`src/rtl/led_uart_tx.sv`:
```
// UART 8N1 transmitter for the FTDI link: one byte per valid/ready handshake, LSB first.
// Define LED_UART_TX_PARITY_EN to insert an even parity bit between data and stop (8E1).
module led_uart_tx #(
    parameter int CLK_FREQ = 25000000,
    parameter int BAUD     = 115200
) (
    input  logic       clk_25mhz,
    input  logic       rst,
    input  logic [7:0] tx_data,
    input  logic       tx_valid,
    output logic       tx_ready,
    output logic       busy,
    output logic       ftdi_txd
);

    localparam int CLKS_PER_BIT = CLK_FREQ / BAUD;
    localparam int CNT_W        = $clog2(CLKS_PER_BIT);
    localparam logic [CNT_W-1:0] BAUD_LAST = CNT_W'(CLKS_PER_BIT - 1);

    generate
        if (CLKS_PER_BIT < 2) begin : g_bad_rate
            $error("led_uart_tx: CLK_FREQ/BAUD must be at least 2");
        end
    endgenerate

`ifdef LED_UART_TX_PARITY_EN
    typedef enum logic [2:0] {
        ST_IDLE   = 3'd0,
        ST_START  = 3'd1,
        ST_DATA   = 3'd2,
        ST_PARITY = 3'd3,
        ST_STOP   = 3'd4
    } state_t;
`else
    typedef enum logic [2:0] {
        ST_IDLE  = 3'd0,
        ST_START = 3'd1,
        ST_DATA  = 3'd2,
        ST_STOP  = 3'd4
    } state_t;
`endif

    function automatic logic even_parity(input logic [7:0] d);
        return ^d;
    endfunction

    state_t           state_r, state_s;
    logic [CNT_W-1:0] baud_cnt_r, baud_cnt_s;
    logic [2:0]       bit_idx_r, bit_idx_s;
    logic [7:0]       data_r, data_s;
    logic             txd_r, txd_s;
    logic             busy_r, busy_s;
    logic             bit_done_s;

    // Next-state, next-line-level and counter logic for the frame sequencer
    always_comb begin
        state_s    = state_r;
        bit_idx_s  = bit_idx_r;
        data_s     = data_r;
        txd_s      = txd_r;
        busy_s     = busy_r;
        bit_done_s = (baud_cnt_r == BAUD_LAST);

        // Counter runs only inside a frame and restarts exactly at each bit boundary
        if (state_r == ST_IDLE || bit_done_s) begin
            baud_cnt_s = '0;
        end else begin
            baud_cnt_s = baud_cnt_r + CNT_W'(1);
        end

        case (state_r)
            ST_IDLE: begin
                bit_idx_s = 3'd0;
                if (tx_valid) begin
                    data_s  = tx_data;
                    state_s = ST_START;
                    txd_s   = 1'b0;
                    busy_s  = 1'b1;
                end else begin
                    txd_s  = 1'b1;
                    busy_s = 1'b0;
                end
            end
            ST_START: begin
                if (bit_done_s) begin
                    state_s = ST_DATA;
                    txd_s   = data_r[0];
                end else begin
                    txd_s = 1'b0;
                end
            end
            ST_DATA: begin
                if (bit_done_s) begin
                    if (bit_idx_r == 3'd7) begin
                        bit_idx_s = 3'd0;
`ifdef LED_UART_TX_PARITY_EN
                        state_s   = ST_PARITY;
                        txd_s     = even_parity(data_r);
`else
                        state_s   = ST_STOP;
                        txd_s     = 1'b1;
`endif
                    end else begin
                        bit_idx_s = bit_idx_r + 3'd1;
                        txd_s     = data_r[bit_idx_s];
                    end
                end else begin
                    txd_s = data_r[bit_idx_r];
                end
            end
`ifdef LED_UART_TX_PARITY_EN
            ST_PARITY: begin
                if (bit_done_s) begin
                    state_s = ST_STOP;
                    txd_s   = 1'b1;
                end else begin
                    txd_s = even_parity(data_r);
                end
            end
`endif
            ST_STOP: begin
                if (bit_done_s) begin
                    state_s = ST_IDLE;
                    busy_s  = 1'b0;
                end else begin
                    busy_s = 1'b1;
                end
                txd_s = 1'b1;
            end
            default: begin
                state_s    = ST_IDLE;
                baud_cnt_s = '0;
                bit_idx_s  = 3'd0;
                txd_s      = 1'b1;
                busy_s     = 1'b0;
            end
        endcase
    end

    // State and output registers; reset forces the line high without waiting for a clock
    always_ff @(posedge clk_25mhz or posedge rst) begin
        if (rst) begin
            state_r    <= ST_IDLE;
            baud_cnt_r <= '0;
            bit_idx_r  <= 3'd0;
            data_r     <= 8'h00;
            txd_r      <= 1'b1;
            busy_r     <= 1'b0;
        end else begin
            state_r    <= state_s;
            baud_cnt_r <= baud_cnt_s;
            bit_idx_r  <= bit_idx_s;
            data_r     <= data_s;
            txd_r      <= txd_s;
            busy_r     <= busy_s;
        end
    end

    assign tx_ready = (state_r == ST_IDLE) && !rst;
    assign busy     = busy_r;
    assign ftdi_txd = txd_r;

endmodule

```
`config.mk`:
```
export PLATFORM = sky130hd
export DESIGN_NAME = led_uart_tx
export DESIGN_NICKNAME = d
export VERILOG_FILES = /design/src/rtl/led_uart_tx.sv
export SDC_FILE = /design/constraint.sdc
export NUM_CORES = 1
export LEC_CHECK = 0
export CORE_UTILIZATION = 30
export DETAILED_ROUTE_END_ITERATION = 8
export PLACE_DENSITY_LB_ADDON = 0.15
export REMOVE_ABC_BUFFERS = 1
export SYNTH_ARGS = -nofsm -noshare
export SYNTH_HDL_FRONTEND = slang
export SYNTH_SLANG_ARGS = --single-unit
```
`constraint.sdc`:
```
create_clock -name clk_25mhz -period 3.5 [get_ports clk_25mhz]
set_clock_uncertainty 0.15 [all_clocks]
set_input_delay 0.875 -clock clk_25mhz [delete_from_list [all_inputs] [get_ports clk_25mhz]]
set_output_delay 0.875 -clock clk_25mhz [all_outputs]
set_load 0.05 [all_outputs]
```
==> flow_metrics.py <==
metrics = {
    "clock_network": {
        "ctsResizeCount": 0,
        "holdBufCountCts": 0,
        "cts_setup_buffers": 0,
        "tritoncts": "done",
        "cts_buffers": 3,
        "cts-htree-levels": 1,
        "clk_pin_slew_ps": 80,
        "clk_latency_ps": 270,
        "cts_buffer_depth": 2,
        "cts_num_sinks": 24,
        "clock-root-buffer": "clkbuf_8",
    },
    "worst_hold_path": {
        "hold_class": "reg -> reg",
        "whs_path_depth": 1,
        "worstHoldStart": "baud_cnt_r[0]",
        "holdPathEnd": "baud_cnt_r[0]",
    },
    "floorplan": {
        "io_pins": 14,
        "core.rowCount": 24,
        "fp.coreArea_mm2": 0.00441,
        "die-area_mm2": 0.00491,
        "die_h_um": 70.0,
        "die_x_um": 70.0,
        "initial_utilization": 0.315,
    },
    "power_and_ir_drop": {
        "p_int_mw": 0.555,
        "powerDensity_mw_per_mm2": 491,
        "seq_power_share": 0.517,
        "leakage_nw": 0.663,
        "comb_power_share": 0.274,
        "swShare": 0.310,
        "power_switching_mw": 0.249,
        "ir_worst_vdd_v": 0.000182,
        "power_frac_clock": 0.209,
        "power_mw": 0.804,
    },
    "yosys": {
        "async_reset_ff_frac": 1.00,
        "synth_ff_type": "dfrtp_1",
        "synth.distinct_cells": 36,
        "synth_top_cell_by_area": "dfrtp_1",
        "yosysWarnings": 0,
        "synth_top_area_share": 0.414,
        "synth_edf_count": 0,
        "synthCells": 129,
        "ys_top_cells_by_area": "dfrtp_1, mux2_4, mux2i_1, nor2_1, ha_1",
        "ys_seq_area_frac": 0.433,
        "syn_avg_cell_area_um2": 10.8,
        "ys_ff_latch": 24,
        "syn_area_mm2": 0.00139,
    },
    "setup_path": {
        "worstReg2RegEnd": "ftdi_txd",
        "worstPathCellList": "clkdlybuf4s50_1 -> nor4_1 -> buf_12",
        "worst_r2r_path_depth": 6,
        "cp_slowest_cell": "clkdlybuf4s50_1",
        "r2r-start": "bit_idx_r[0]",
        "critPathMaxFanout": 2,
        "crit_path_start_kind": "primary input",
        "cp.arrival_ps": 1870,
        "required_ps": 2470,
        "crit_type": "in -> out",
        "cp_top_family": "buffers and inverters",
        "crit_buf_inv": 2,
        "endpoint_kind": "primary output",
        "rrSetupSlack_ps": 1510,
        "max_stage_delay_ps": 420,
    },
    "timing": {
        "worst_pin_slew_ps": 597,
        "slew_headroom": 0.601,
        "fmax_mhz": 346,
        "fin_crit_ps": 2890,
        "slew_viol_final": 0,
        "whs_ps": 345,
        "rsz0062_at_grt": "false",
        "finalHoldViolations": 0,
        "finalCritPeriodShare": 0.826,
        "setup_viol": 0,
        "final.setup.tns_ps": 0,
    },
    "layout": {
        "layoutNonFillerInstCount": 196,
        "antenna_cells": 0,
        "drive_above_1_share": 0.146,
        "nNetsFinal": 160,
        "area_delta_synth_final_pct": 17.9,
    },
    "detailed_routing": {
        "first_iter_violations": 37,
        "via_count": 971,
        "route.detailed.drc": 0,
        "wire_per_inst_um": 13.8,
        "antenna_left": 0,
        "wl_mm": 2.71,
        "drt_pre_antenna_iters": 4,
        "viasPerCell": 4.95,
    },
    "flow_run": {
        "max_cap_violations": 0,
    },
    "global_route": {
        "grt_pass1_vias": 997,
        "antenna_found_initial": 0,
        "grt_max_degree": 25,
        "grt.total_usage": 0.127,
        "grt-ovfl-total": 0,
        "grt_pass1_wl_mm": 4.93,
    },
    "place": {
        "port_buffers": 13,
        "placedCellCount": 192,
        "place.gp.congestion": 0.739,
        "hpwl_mm": 1.91,
    },
    "status": {
        "outcome": "completed",
    },
}
==> power groups by stage <==
stage                     Clock (mW)  Combinational, mW  Sequential (mW)
after floorplan                    0              0.161            0.416
after global placement             0              0.220            0.418
after detailed placement           0              0.222            0.422
after CTS                      0.178              0.223            0.417
after global routing           0.190              0.244            0.427
final                          0.168              0.221            0.415
==> area by class of cell <==
type	count	area [µm²]
Fill cell	444	2780
Multi-Input combinational cell	95	748
Sequential cell	24	602
Timing Repair Buffer	15	155
Tap cell	52	65.1
Clock buffer	4	45.0
Inverter	6	22.5
==> sequential cells by signal (all words and copies together) (netlist names) <==
register and flops:
baud_cnt_r 8, data_r 8, state_r 3, busy 1, bit_idx_r 3, ftdi_txd 1
==> metal layers <==
metal	vias to the layer above	share of wire	global-route usage
met3	4	0.023	0.0216
met1	460	0.53	0.189
li1	493	-	-
met4	0	0.021	0.0600
met5	-	0	0
met2	14	0.43	0.177
==> metrics by stage <==
stage | util | setup slack, ps | area [µm²]
global route | 0.371 | 553 | 1640
CTS | 0.371 | 601 | 1640
global placement | 0.361 | 619 | 1590
finish | 0.371 | 608 | 1640
detailed placement | 0.361 | 611 | 1590
floorplan | - | 151 | 1370
==> worst reg2reg max path, cell delays in order, from the launching register on <==
cell and delay [ps]:
dfrtp_1 540, ha_1 280, ha_1 330, nor2b_1 150, a22oi_1 170, nand4_1 120
a31oi_1 170
==> cells by family after synthesis <==
| logic type | share of synthesized area |
|---|---|
| simple gates | 0.194 |
| flops | 0.433 |
| buf+inv | 0.0279 |
| mux | 0.162 |
| compound gates | 0.103 |
| fa+ha+maj | 0.0360 |
| xor+xnor | 0.0441 |
==> worst max path at each step <==
| stage | slack (ps) | cells past startpoint | from | endpoint |
|---|---|---|---|---|
| after floorplan | 150 | 1 | rst | tx_ready |
| after global placement | 620 | 3 | rst | tx_ready |
| after detailed placement | 610 | 3 | rst | tx_ready |
| after CTS | 600 | 3 | rst | tx_ready |
| after global routing | 550 | 3 | rst | tx_ready |
| final | 610 | 3 | rst | tx_ready |
==> synth_stat cells, drive strengths merged, types with 2 or more instances <==
| cell type | number |
|---|---|
| nand2 | 7 |
| dfrtp | 23 |
| nor2b | 6 |
| o21ai | 6 |
| mux2i | 6 |
| clkbuf | 3 |
| mux4 | 2 |
| nand4 | 3 |
| xor2 | 4 |
| nand3 | 5 |
| nor2 | 14 |
| and2 | 2 |
| nor4 | 2 |
| and3 | 3 |
| a31oi | 3 |
| mux2 | 8 |
| xnor2 | 3 |
| a21oi | 5 |
| inv | 6 |
| ha | 4 |
==> layout by cell type (no fill, tap or decap), drive strengths merged, types with 2 or more instances in the layout <==
| cell | n |
|---|---|
| nor4 | 2 |
| clkbuf | 4 |
| clkdlybuf4s50 | 12 |
| nand4 | 3 |
| a31oi | 3 |
| mux2 | 8 |
| nand2 | 7 |
| buf | 3 |
| nand3 | 5 |
| mux4 | 2 |
| ha | 4 |
| xor2 | 4 |
| o21ai | 6 |
| a21oi | 5 |
| nor2b | 6 |
| nor2 | 14 |
| inv | 6 |
| and3 | 3 |
| dfrtp | 23 |
| and2 | 2 |
| mux2i | 6 |
| xnor2 | 3 |
No activity file was read; power rests on OpenSTA's default activity.
